`config.mk`:
```
export PLATFORM = sky130hd
export DESIGN_NAME = cv32e40p_error_monitor
export DESIGN_NICKNAME = d
export VERILOG_FILES = /design/src/rtl/cv32e40p_error_monitor.sv
export SDC_FILE = /design/constraint.sdc
export NUM_CORES = 1
export LEC_CHECK = 0
export ABC_CLOCK_PERIOD_IN_PS = 3300
export BUFFER_PORTS_ARGS = -buffer_cell sky130_fd_sc_hd__buf_2
export CORE_MARGIN = 3
export CORE_UTILIZATION = 45
export DETAILED_ROUTE_END_ITERATION = 8
export HOLD_SLACK_MARGIN = 0.05
export PLACE_DENSITY = 0.71
export SYNTH_ARGS = -nofsm -noshare
export SYNTH_HDL_FRONTEND = slang
export SYNTH_SLANG_ARGS = --single-unit
```
`constraint.sdc`:
```
create_clock -name clk_i -period 3.3 [get_ports clk_i]
set_clock_uncertainty 0.1 [all_clocks]
set_input_delay 0.66 -clock clk_i [delete_from_list [all_inputs] [get_ports clk_i]]
set_output_delay 0.66 -clock clk_i [all_outputs]
set_load 0.01 [all_outputs]
```
`src/rtl/cv32e40p_error_monitor.sv`:
```
// Error collector for cv32e40p: sticky per-source status, first-error record, saturating
// error-cycle counter and alarm irq behind a req/gnt register port. CV32E40P_ERRMON_FATAL_EN adds fatal_o.
module cv32e40p_error_monitor #(
  parameter int unsigned NUM_SRC = 47,
  parameter int unsigned CNT_W   = 16
) (
  input  logic               clk_i,
  input  logic               rst_ni,
  input  logic [NUM_SRC-1:0] err_i,
  input  logic               cfg_req_i,
  input  logic               cfg_we_i,
  input  logic [2:0]         cfg_addr_i,
  input  logic [31:0]        cfg_wdata_i,
  output logic               cfg_gnt_o,
  output logic               cfg_rvalid_o,
  output logic [31:0]        cfg_rdata_o,
  output logic               irq_o
`ifdef CV32E40P_ERRMON_FATAL_EN
  ,
  output logic               fatal_o
`endif
);

  localparam logic [63:0] SRC_MASK = (NUM_SRC >= 64) ? {64{1'b1}} : ((64'd1 << NUM_SRC) - 64'd1);
  localparam logic [CNT_W-1:0] CNT_MAX = {CNT_W{1'b1}};
  localparam logic [CNT_W-1:0] CNT_ONE = CNT_W'(1'b1);

  localparam logic [2:0] A_STATUS_LO = 3'd0;
  localparam logic [2:0] A_STATUS_HI = 3'd1;
  localparam logic [2:0] A_MASK_LO   = 3'd2;
  localparam logic [2:0] A_MASK_HI   = 3'd3;
  localparam logic [2:0] A_FIRST     = 3'd4;
  localparam logic [2:0] A_COUNT     = 3'd5;
  localparam logic [2:0] A_THRESH    = 3'd6;

  localparam logic [1:0] IDLE  = 2'd0;
  localparam logic [1:0] ALARM = 2'd1;
`ifdef CV32E40P_ERRMON_FATAL_EN
  localparam logic [1:0] FATAL = 2'd2;
`endif

  function automatic logic [5:0] lowest_idx(input logic [63:0] v);
    lowest_idx = 6'd0;
    for (int i = 63; i >= 0; i--) begin
      if (v[i]) begin
        lowest_idx = i[5:0];
      end
    end
  endfunction

  function automatic logic [31:0] zext_cnt(input logic [CNT_W-1:0] v);
    zext_cnt = 32'd0;
    zext_cnt[CNT_W-1:0] = v;
  endfunction

  logic [63:0]      status_q, status_d;
  logic [63:0]      mask_q, mask_d;
  logic             first_valid_q, first_valid_d;
  logic [5:0]       first_idx_q, first_idx_d;
  logic [CNT_W-1:0] count_q, count_d;
  logic [CNT_W-1:0] thresh_q, thresh_d;
  logic [1:0]       state_q, state_d;
  logic             irq_q, irq_d;
  logic             fatal_q, fatal_d;
  logic             rvalid_q, rvalid_d;
  logic [31:0]      rdata_q, rdata_d;

  logic [63:0]      err_ext;
  logic [63:0]      w1c;
  logic [63:0]      ue_vec;
  logic             ue;
  logic             wr_en;
  logic             rd_en;
  logic             cfg_lock;
  logic             first_base;
  logic [CNT_W-1:0] count_base;
  logic             pend_next;
  logic [31:0]      rd_val;

  assign wr_en     = cfg_req_i & cfg_we_i;
  assign rd_en     = cfg_req_i & ~cfg_we_i;
  assign cfg_gnt_o = 1'b1;

  // Zero-extend the source vector to the 64-bit register map
  always_comb begin
    err_ext = 64'd0;
    err_ext[NUM_SRC-1:0] = err_i;
  end

`ifdef CV32E40P_ERRMON_FATAL_EN
  assign cfg_lock = (state_q == FATAL);
`else
  assign cfg_lock = 1'b0;
`endif

  // Status, mask, FIRST, COUNT and THRESH next-state; the old mask qualifies this cycle's errors
  always_comb begin
    w1c = 64'd0;
    if (wr_en && (cfg_addr_i == A_STATUS_LO)) begin
      w1c[31:0] = cfg_wdata_i;
    end else if (wr_en && (cfg_addr_i == A_STATUS_HI)) begin
      w1c[63:32] = cfg_wdata_i;
    end else begin
      w1c = 64'd0;
    end
    status_d = ((status_q & ~w1c) | err_ext) & SRC_MASK;

    mask_d = mask_q;
    if (wr_en && !cfg_lock && (cfg_addr_i == A_MASK_LO)) begin
      mask_d[31:0] = cfg_wdata_i;
    end else if (wr_en && !cfg_lock && (cfg_addr_i == A_MASK_HI)) begin
      mask_d[63:32] = cfg_wdata_i;
    end else begin
      mask_d = mask_q;
    end
    mask_d = mask_d & SRC_MASK;

    ue_vec = err_ext & ~mask_q;
    ue     = |ue_vec;

    // A FIRST write clears before capture, so a simultaneous error is still recorded
    first_base = (wr_en && (cfg_addr_i == A_FIRST)) ? 1'b0 : first_valid_q;
    if (ue && !first_base) begin
      first_valid_d = 1'b1;
      first_idx_d   = lowest_idx(ue_vec);
    end else if (!first_base) begin
      first_valid_d = 1'b0;
      first_idx_d   = 6'd0;
    end else begin
      first_valid_d = first_valid_q;
      first_idx_d   = first_idx_q;
    end

    count_base = (wr_en && !cfg_lock && (cfg_addr_i == A_COUNT)) ? {CNT_W{1'b0}} : count_q;
    if (ue && (count_base != CNT_MAX)) begin
      count_d = count_base + CNT_ONE;
    end else begin
      count_d = count_base;
    end

    if (wr_en && !cfg_lock && (cfg_addr_i == A_THRESH)) begin
      thresh_d = cfg_wdata_i[CNT_W-1:0];
    end else begin
      thresh_d = thresh_q;
    end
  end

  // Alarm state machine driven by the post-edge pending set
  always_comb begin
    pend_next = |(status_d & ~mask_d);
    case (state_q)
      IDLE:    state_d = pend_next ? ALARM : IDLE;
      ALARM:   state_d = pend_next ? ALARM : IDLE;
`ifdef CV32E40P_ERRMON_FATAL_EN
      FATAL:   state_d = FATAL;
`endif
      default: state_d = IDLE;
    endcase
`ifdef CV32E40P_ERRMON_FATAL_EN
    if ((thresh_q != {CNT_W{1'b0}}) && (count_d >= thresh_q)) begin
      state_d = FATAL;
    end else begin
      state_d = state_d;
    end
    fatal_d = (state_d == FATAL);
    irq_d   = (state_d == ALARM) || (state_d == FATAL);
`else
    fatal_d = 1'b0;
    irq_d   = (state_d == ALARM);
`endif
  end

  // Register read mux; reads see pre-edge state, writes answer with zero data
  always_comb begin
    case (cfg_addr_i)
      A_STATUS_LO: rd_val = status_q[31:0];
      A_STATUS_HI: rd_val = status_q[63:32];
      A_MASK_LO:   rd_val = mask_q[31:0];
      A_MASK_HI:   rd_val = mask_q[63:32];
      A_FIRST:     rd_val = {first_valid_q, 25'd0, first_idx_q};
      A_COUNT:     rd_val = zext_cnt(count_q);
      A_THRESH:    rd_val = zext_cnt(thresh_q);
      default:     rd_val = 32'd0;
    endcase
    if (rd_en) begin
      rdata_d = rd_val;
    end else begin
      rdata_d = 32'd0;
    end
    rvalid_d = cfg_req_i;
  end

  // State registers
  always_ff @(posedge clk_i or negedge rst_ni) begin
    if (!rst_ni) begin
      status_q      <= 64'd0;
      mask_q        <= 64'd0;
      first_valid_q <= 1'b0;
      first_idx_q   <= 6'd0;
      count_q       <= {CNT_W{1'b0}};
      thresh_q      <= {CNT_W{1'b0}};
      state_q       <= IDLE;
      irq_q         <= 1'b0;
      fatal_q       <= 1'b0;
      rvalid_q      <= 1'b0;
      rdata_q       <= 32'd0;
    end else begin
      status_q      <= status_d;
      mask_q        <= mask_d;
      first_valid_q <= first_valid_d;
      first_idx_q   <= first_idx_d;
      count_q       <= count_d;
      thresh_q      <= thresh_d;
      state_q       <= state_d;
      irq_q         <= irq_d;
      fatal_q       <= fatal_d;
      rvalid_q      <= rvalid_d;
      rdata_q       <= rdata_d;
    end
  end

  assign irq_o        = irq_q;
  assign cfg_rvalid_o = rvalid_q;
  assign cfg_rdata_o  = rdata_q;
`ifdef CV32E40P_ERRMON_FATAL_EN
  assign fatal_o = fatal_q;
`else
  logic unused_fatal;
  assign unused_fatal = fatal_q;
`endif

endmodule

```
Word level (Yosys, flattened, before mapping)

Cells that the tools add are included.

Equality and inequality tests: 10
$add $sub $neg: 1
Multiplexer cells: 81
Reduce and logical (&&, ||, !) cells: 15
Bitwise gates (word level): 10

Operators with widths:

| kind                    | count |
|---|---|
| $mux W6                 | 66 |
| $pmux W32 S7            | 1 |
| $and A47 B64 Y64        | 2 |
| $not A47 Y64            | 2 |
| $reduce_or A64 Y1       | 2 |
| $mux W32                | 3 |
| $mux W15                | 4 |
| $and A47 B47 Y47        | 1 |
| $not A47 Y47            | 1 |
| $or A47 B47 Y47         | 1 |
| $mux W16                | 2 |
| $add A16 B1 Y16 const B | 1 |
| $ne A16 B16 Y1 const B  | 1 |
| $eq A3 B3 Y1 const B    | 3 |
| $logic_and A1 B1 Y1     | 9 |
| $eq A3 B2 Y1 const B    | 2 |
| $mux W1                 | 5 |
| $eq A2 B1 Y1 const B    | 2 |
| $eq A3 B1 Y1 const B    | 1 |
| $logic_not A3 Y1        | 1 |
| $and A1 B1 Y1           | 2 |
| $logic_not A2 Y1        | 1 |
| $ne A2 B1 Y1 const B    | 1 |
| $reduce_or A2 Y1        | 1 |
| 2 further kinds         | 2 |

Output and inout port bits: 35
Input bits: 86
Register bits: 169

Logic depth before layout (Yosys ltp)

Depth after elaboration: 67
Gate-level depth with buffers: 13
Depth with buffers taken out: 9

Worst setup path after synthesis

No wires, ideal clock.

Path kind: input -> register
From: input port cfg_addr_i[1]
To: register count_q[1]
Data required time: 3.072 ns
Library setup time: 0.128 ns
Stages on the path: 13
Arrival: 3.106 ns
Buffers on the path: 4
Setup slack: -0.034 ns
Cell sequence: buf_4 nor2b_1 buf_2 nand3_1 and2_1 ha_1 and3_1 and4_1 and3_1 clkbuf_1 clkbuf_1 nor2_1 mux2_1

Longest elaborated chain between the ends: 6
Elaborated cells on any way between the ends: 7
Those cells by class: add/sub (1); eq/ne (2); mux (2); reduce/logical (2)

RTL lines:

| element                                                                 | line | RTL |
|---|---|---|
| start, declared                                                         | 12   | `input logic [2:0] cfg_addr_i,` |
| $eq A3 B3 Y1 *                                                          | 134  | `count_base = (wr_en && !cfg_lock && (cfg_addr_i == A_COUNT)) ? {CNT_W{1'b0}} : count_q;` |
| $logic_and A1 B1 Y1 *                                                   | 134  |  |
| $mux W16 *                                                              | 134  |  |
| parallel branches: the longest is 2 deep, another holds $add A16 B1 Y16 | --   |  |
| $mux W16 *                                                              | 135  | `if (ue && (count_base != CNT_MAX)) begin` |
| named net count_d[1]                                                    | 60   | `logic [CNT_W-1:0] count_q, count_d;` |
| end signal, assigned                                                    | 200  | `count_q <= {CNT_W{1'b0}};` |
| end signal, assigned                                                    | 212  | `count_q <= count_d;` |
| end, declared                                                           | 60   |  |

Mark *: on every way through the listed nets, which the timed path passes.
A chain may end at the register's enable or synchronous reset.

Final worst setup path

From: input port cfg_addr_i[0]
To: register count_q[4]

Same word-level chain as after synthesis.

==> impl_metrics.tcl <==
set metrics [dict create \
    status "completed" \
    slowest_delay_ps 510 \
    syn_to_final_growth_pct 21.83 \
    grt_pass1_wl_um 49470 \
    setup_violations 0 \
    ys.flop_type "dfrtp_1" \
    fin_crit_ps 2913 \
    n_fill_cell 1801 \
    r2r-start "mask_q[31]" \
    track_usage_pct 29.67 \
    drv_slew 0 \
    syn_avg_cell_area_sq_um 9.223 \
    n_antenna_cell 0 \
    cts_tree "built" \
    cts_max_level 4 \
    seq_area_frac_synth_pct 46.00 \
    synth_commonest_cells "dfrtp_1, nand2_1, nor2_1, nor2b_1, nand3_1" \
    r2r_end "count_q[4]" \
    num_vias 8691 \
    cts_buffers 17 \
    cts_root_buf "clkbuf_16" \
    drtIter0Drc 1043 \
    fin_worst_hold_slack_ps 113.9 \
    die_h_um 148.1 \
    overflow 0 \
    r2r_slack_ps 590 \
    ys_ff_latch 167 \
    ctsResizeCount 0 \
    crit_type "primary input to flop" \
    critPathArrivalTime_ps 3170 \
    synth_warnings 0 \
    synth.most_common_cell "dfrtp_1" \
    die_area_sq_mm 0.02193 \
    grt_max_degree 69 \
    num_rows 51 \
    period_share_pct 88.27 \
    setup_tns_ps 0 \
    io_pins 121 \
    worst_path_most_repeated_cell "and3_1" \
    holdBufCountCts 0 \
    dr.pass1.iters 6 \
    r2r_cells 8 \
    ys_async_sr_fraction_pct 100.0 \
    crit_required_ps 3560 \
    syn_nets 1072 \
    portBuffers 119 \
    start_kind "primary input" \
    hold_path_class "primary input to asynchronous set/reset pin" \
    cp_max_fo 13 \
    yosys.cell_types.count 71 \
    slew-limit-headroom_pct 50.91 \
    max_slew.worst_pin.slew_ps 733.7 \
    path_cells "buf_2 > nor2b_1 > nand3_1 > and2_1 > ha_1 > and3_1 > and4_1 > and3_1 > or4_1 > a21oi_1" \
    finalHoldViolCount 0 \
    rsz0062_at_grt "no" \
    slowest_stage "or4_1" \
    synth_edf_count 0 \
    totalWireLength_um 32380 \
    ant_nets 0 \
    synth_cells 985 \
    yosysTopAreaCell "dfrtp_1" \
    endpoint_kind "flop" \
    yosysTopAreaCellShare_pct 46.00 \
    wl_per_cell_um 22.81 \
    cts.clk_slew.worst_paths_ps 70 \
    drc 0 \
    antenna_found_initial 0 \
    start_util_pct 46.22 \
    clk_path_buf_depth 2 \
    ir_worst_vdd_uv 363.7 \
    drt-vias-per-instance 6.120 \
    cts_sinks 167 \
    die_w_um 148.1 \
    gp_congestion 1.012 \
    final_nets 1230 \
    max_freq_mhz 343.3 \
    syn_area_sq_mm 0.009085 \
    first_global_vias 8328 \
    yosys-top-cells-area "dfrtp_1, nand2_1, nor2_1" \
    maxCapViolCount 0 \
    cts_setup_buffers 0 \
    hpwlAfterDp_um 24920 \
    drive_gt1_share_pct 21.39 \
    worstSkewPairLatency_ps 430 \
    powerDensity_mw_per_mm2 525.8 \
    p_leak_nw 4.856 \
    core_area_sq_mm 0.01965 \
]
flip-flops by register name (all words and copies together), names as in the netlist:
signal / count
cfg_rvalid_o: 1
first_idx_q: 6
cfg_rdata_o: 32
first_valid_q: 1
count_q: 16
thresh_q: 16
state_q: 1
status_q: 47
mask_q: 47
cells in the final DEF, fill, tap and decap left out, types with 13 or more instances in the layout:
cell type and n:
a21o_1 24, a21oi_1 29, nand2_1 134, nor2b_1 49, inv_1 38, nand3_1 41, a22oi_1 21, nor2_1 88
buf_4 61, mux2_1 19, o21ai_0 23, dfrtp_1 167, o211ai_1 19, mux2_2 13, mux2i_1 23, a31oi_1 23
o21ai_1 13, clkbuf_16 17, buf_2 118, nand2b_1 27
how the worst max path moves through the flow:
stage,from,depth (start not counted),end
floorplan,cfg_addr_i[1],13,count_q[1]
global route,cfg_addr_i[0],11,count_q[10]
detailed placement,cfg_addr_i[0],11,count_q[10]
global placement,cfg_addr_i[0],10,count_q[7]
finish,cfg_addr_i[0],10,count_q[4]
CTS,cfg_addr_i[0],10,count_q[4]
cells by family (layout without fill, tap and decap cells):
family	Yosys count	count (layout)	synth area share, %
fa+ha+maj	1	1	0.1377
mux	60	60	7.575
other cells	1	1	0.04128
flops	167	167	46.00
buf+inv	88	258	3.939
compound gates	242	242	18.88
xor+xnor	2	2	0.1928
simple gates	424	424	23.23
worst max-delay path, delay by kind of cell:
family          cells  cell delay (ps)
fa+ha+maj           1              210
simple gates        7             1850
compound gates      1              160
buf+inv             1              270
final cells by class:
type                       count  area (sq um)  share of cell area [%]
sequential                   167          4179                   37.76
clock buffer                  21         470.5                   4.251
clock inverter                10         142.6                   1.289
timing repair buffer         189          1240                   11.20
inverter                      38         142.6                   1.289
multi-input combinational    730          4562                   41.22
tap                          265         331.6                   2.996
per-stage QoR:
| stage | util, % | cells | instance area [sq um] | setup slack (ps) | total power (W) |
|---|---|---|---|---|---|
| floorplan | - | 985 | 9087 | 24.76 | 0.003143 |
| global route | 56.32 | 1420 | 11070 | 248.5 | 0.006061 |
| CTS | 56.32 | 1420 | 11070 | 430.0 | 0.005809 |
| detailed placement | 53.20 | 1389 | 10460 | -16.74 | 0.003705 |
| global placement | 53.20 | 1389 | 10460 | 62.99 | 0.003688 |
| finish | 56.32 | 1420 | 11070 | 386.9 | 0.005820 |
layer usage:
| metal | track usage [%] | vias up | share of wire (%) |
|---|---|---|---|
| met5 | 0 | - | 0 |
| met4 | 9.977 | 0 | 3.5 |
| met3 | 6.429 | 76 | 9.3 |
| met2 | 45.44 | 457 | 46 |
| met1 | 42.18 | 4251 | 42 |
| li1 | - | 3907 | - |
report_power, final:
part / switching, W / internal [W] / total [W]
sequential: 0.000233 / 0.00228 / 0.00252
combinational: 0.000698 / 0.000486 / 0.00118
clock: 0.000869 / 0.00125 / 0.00212
total: 0.00180 / 0.00402 / 0.00582
Power figures use the tool's default switching activity.
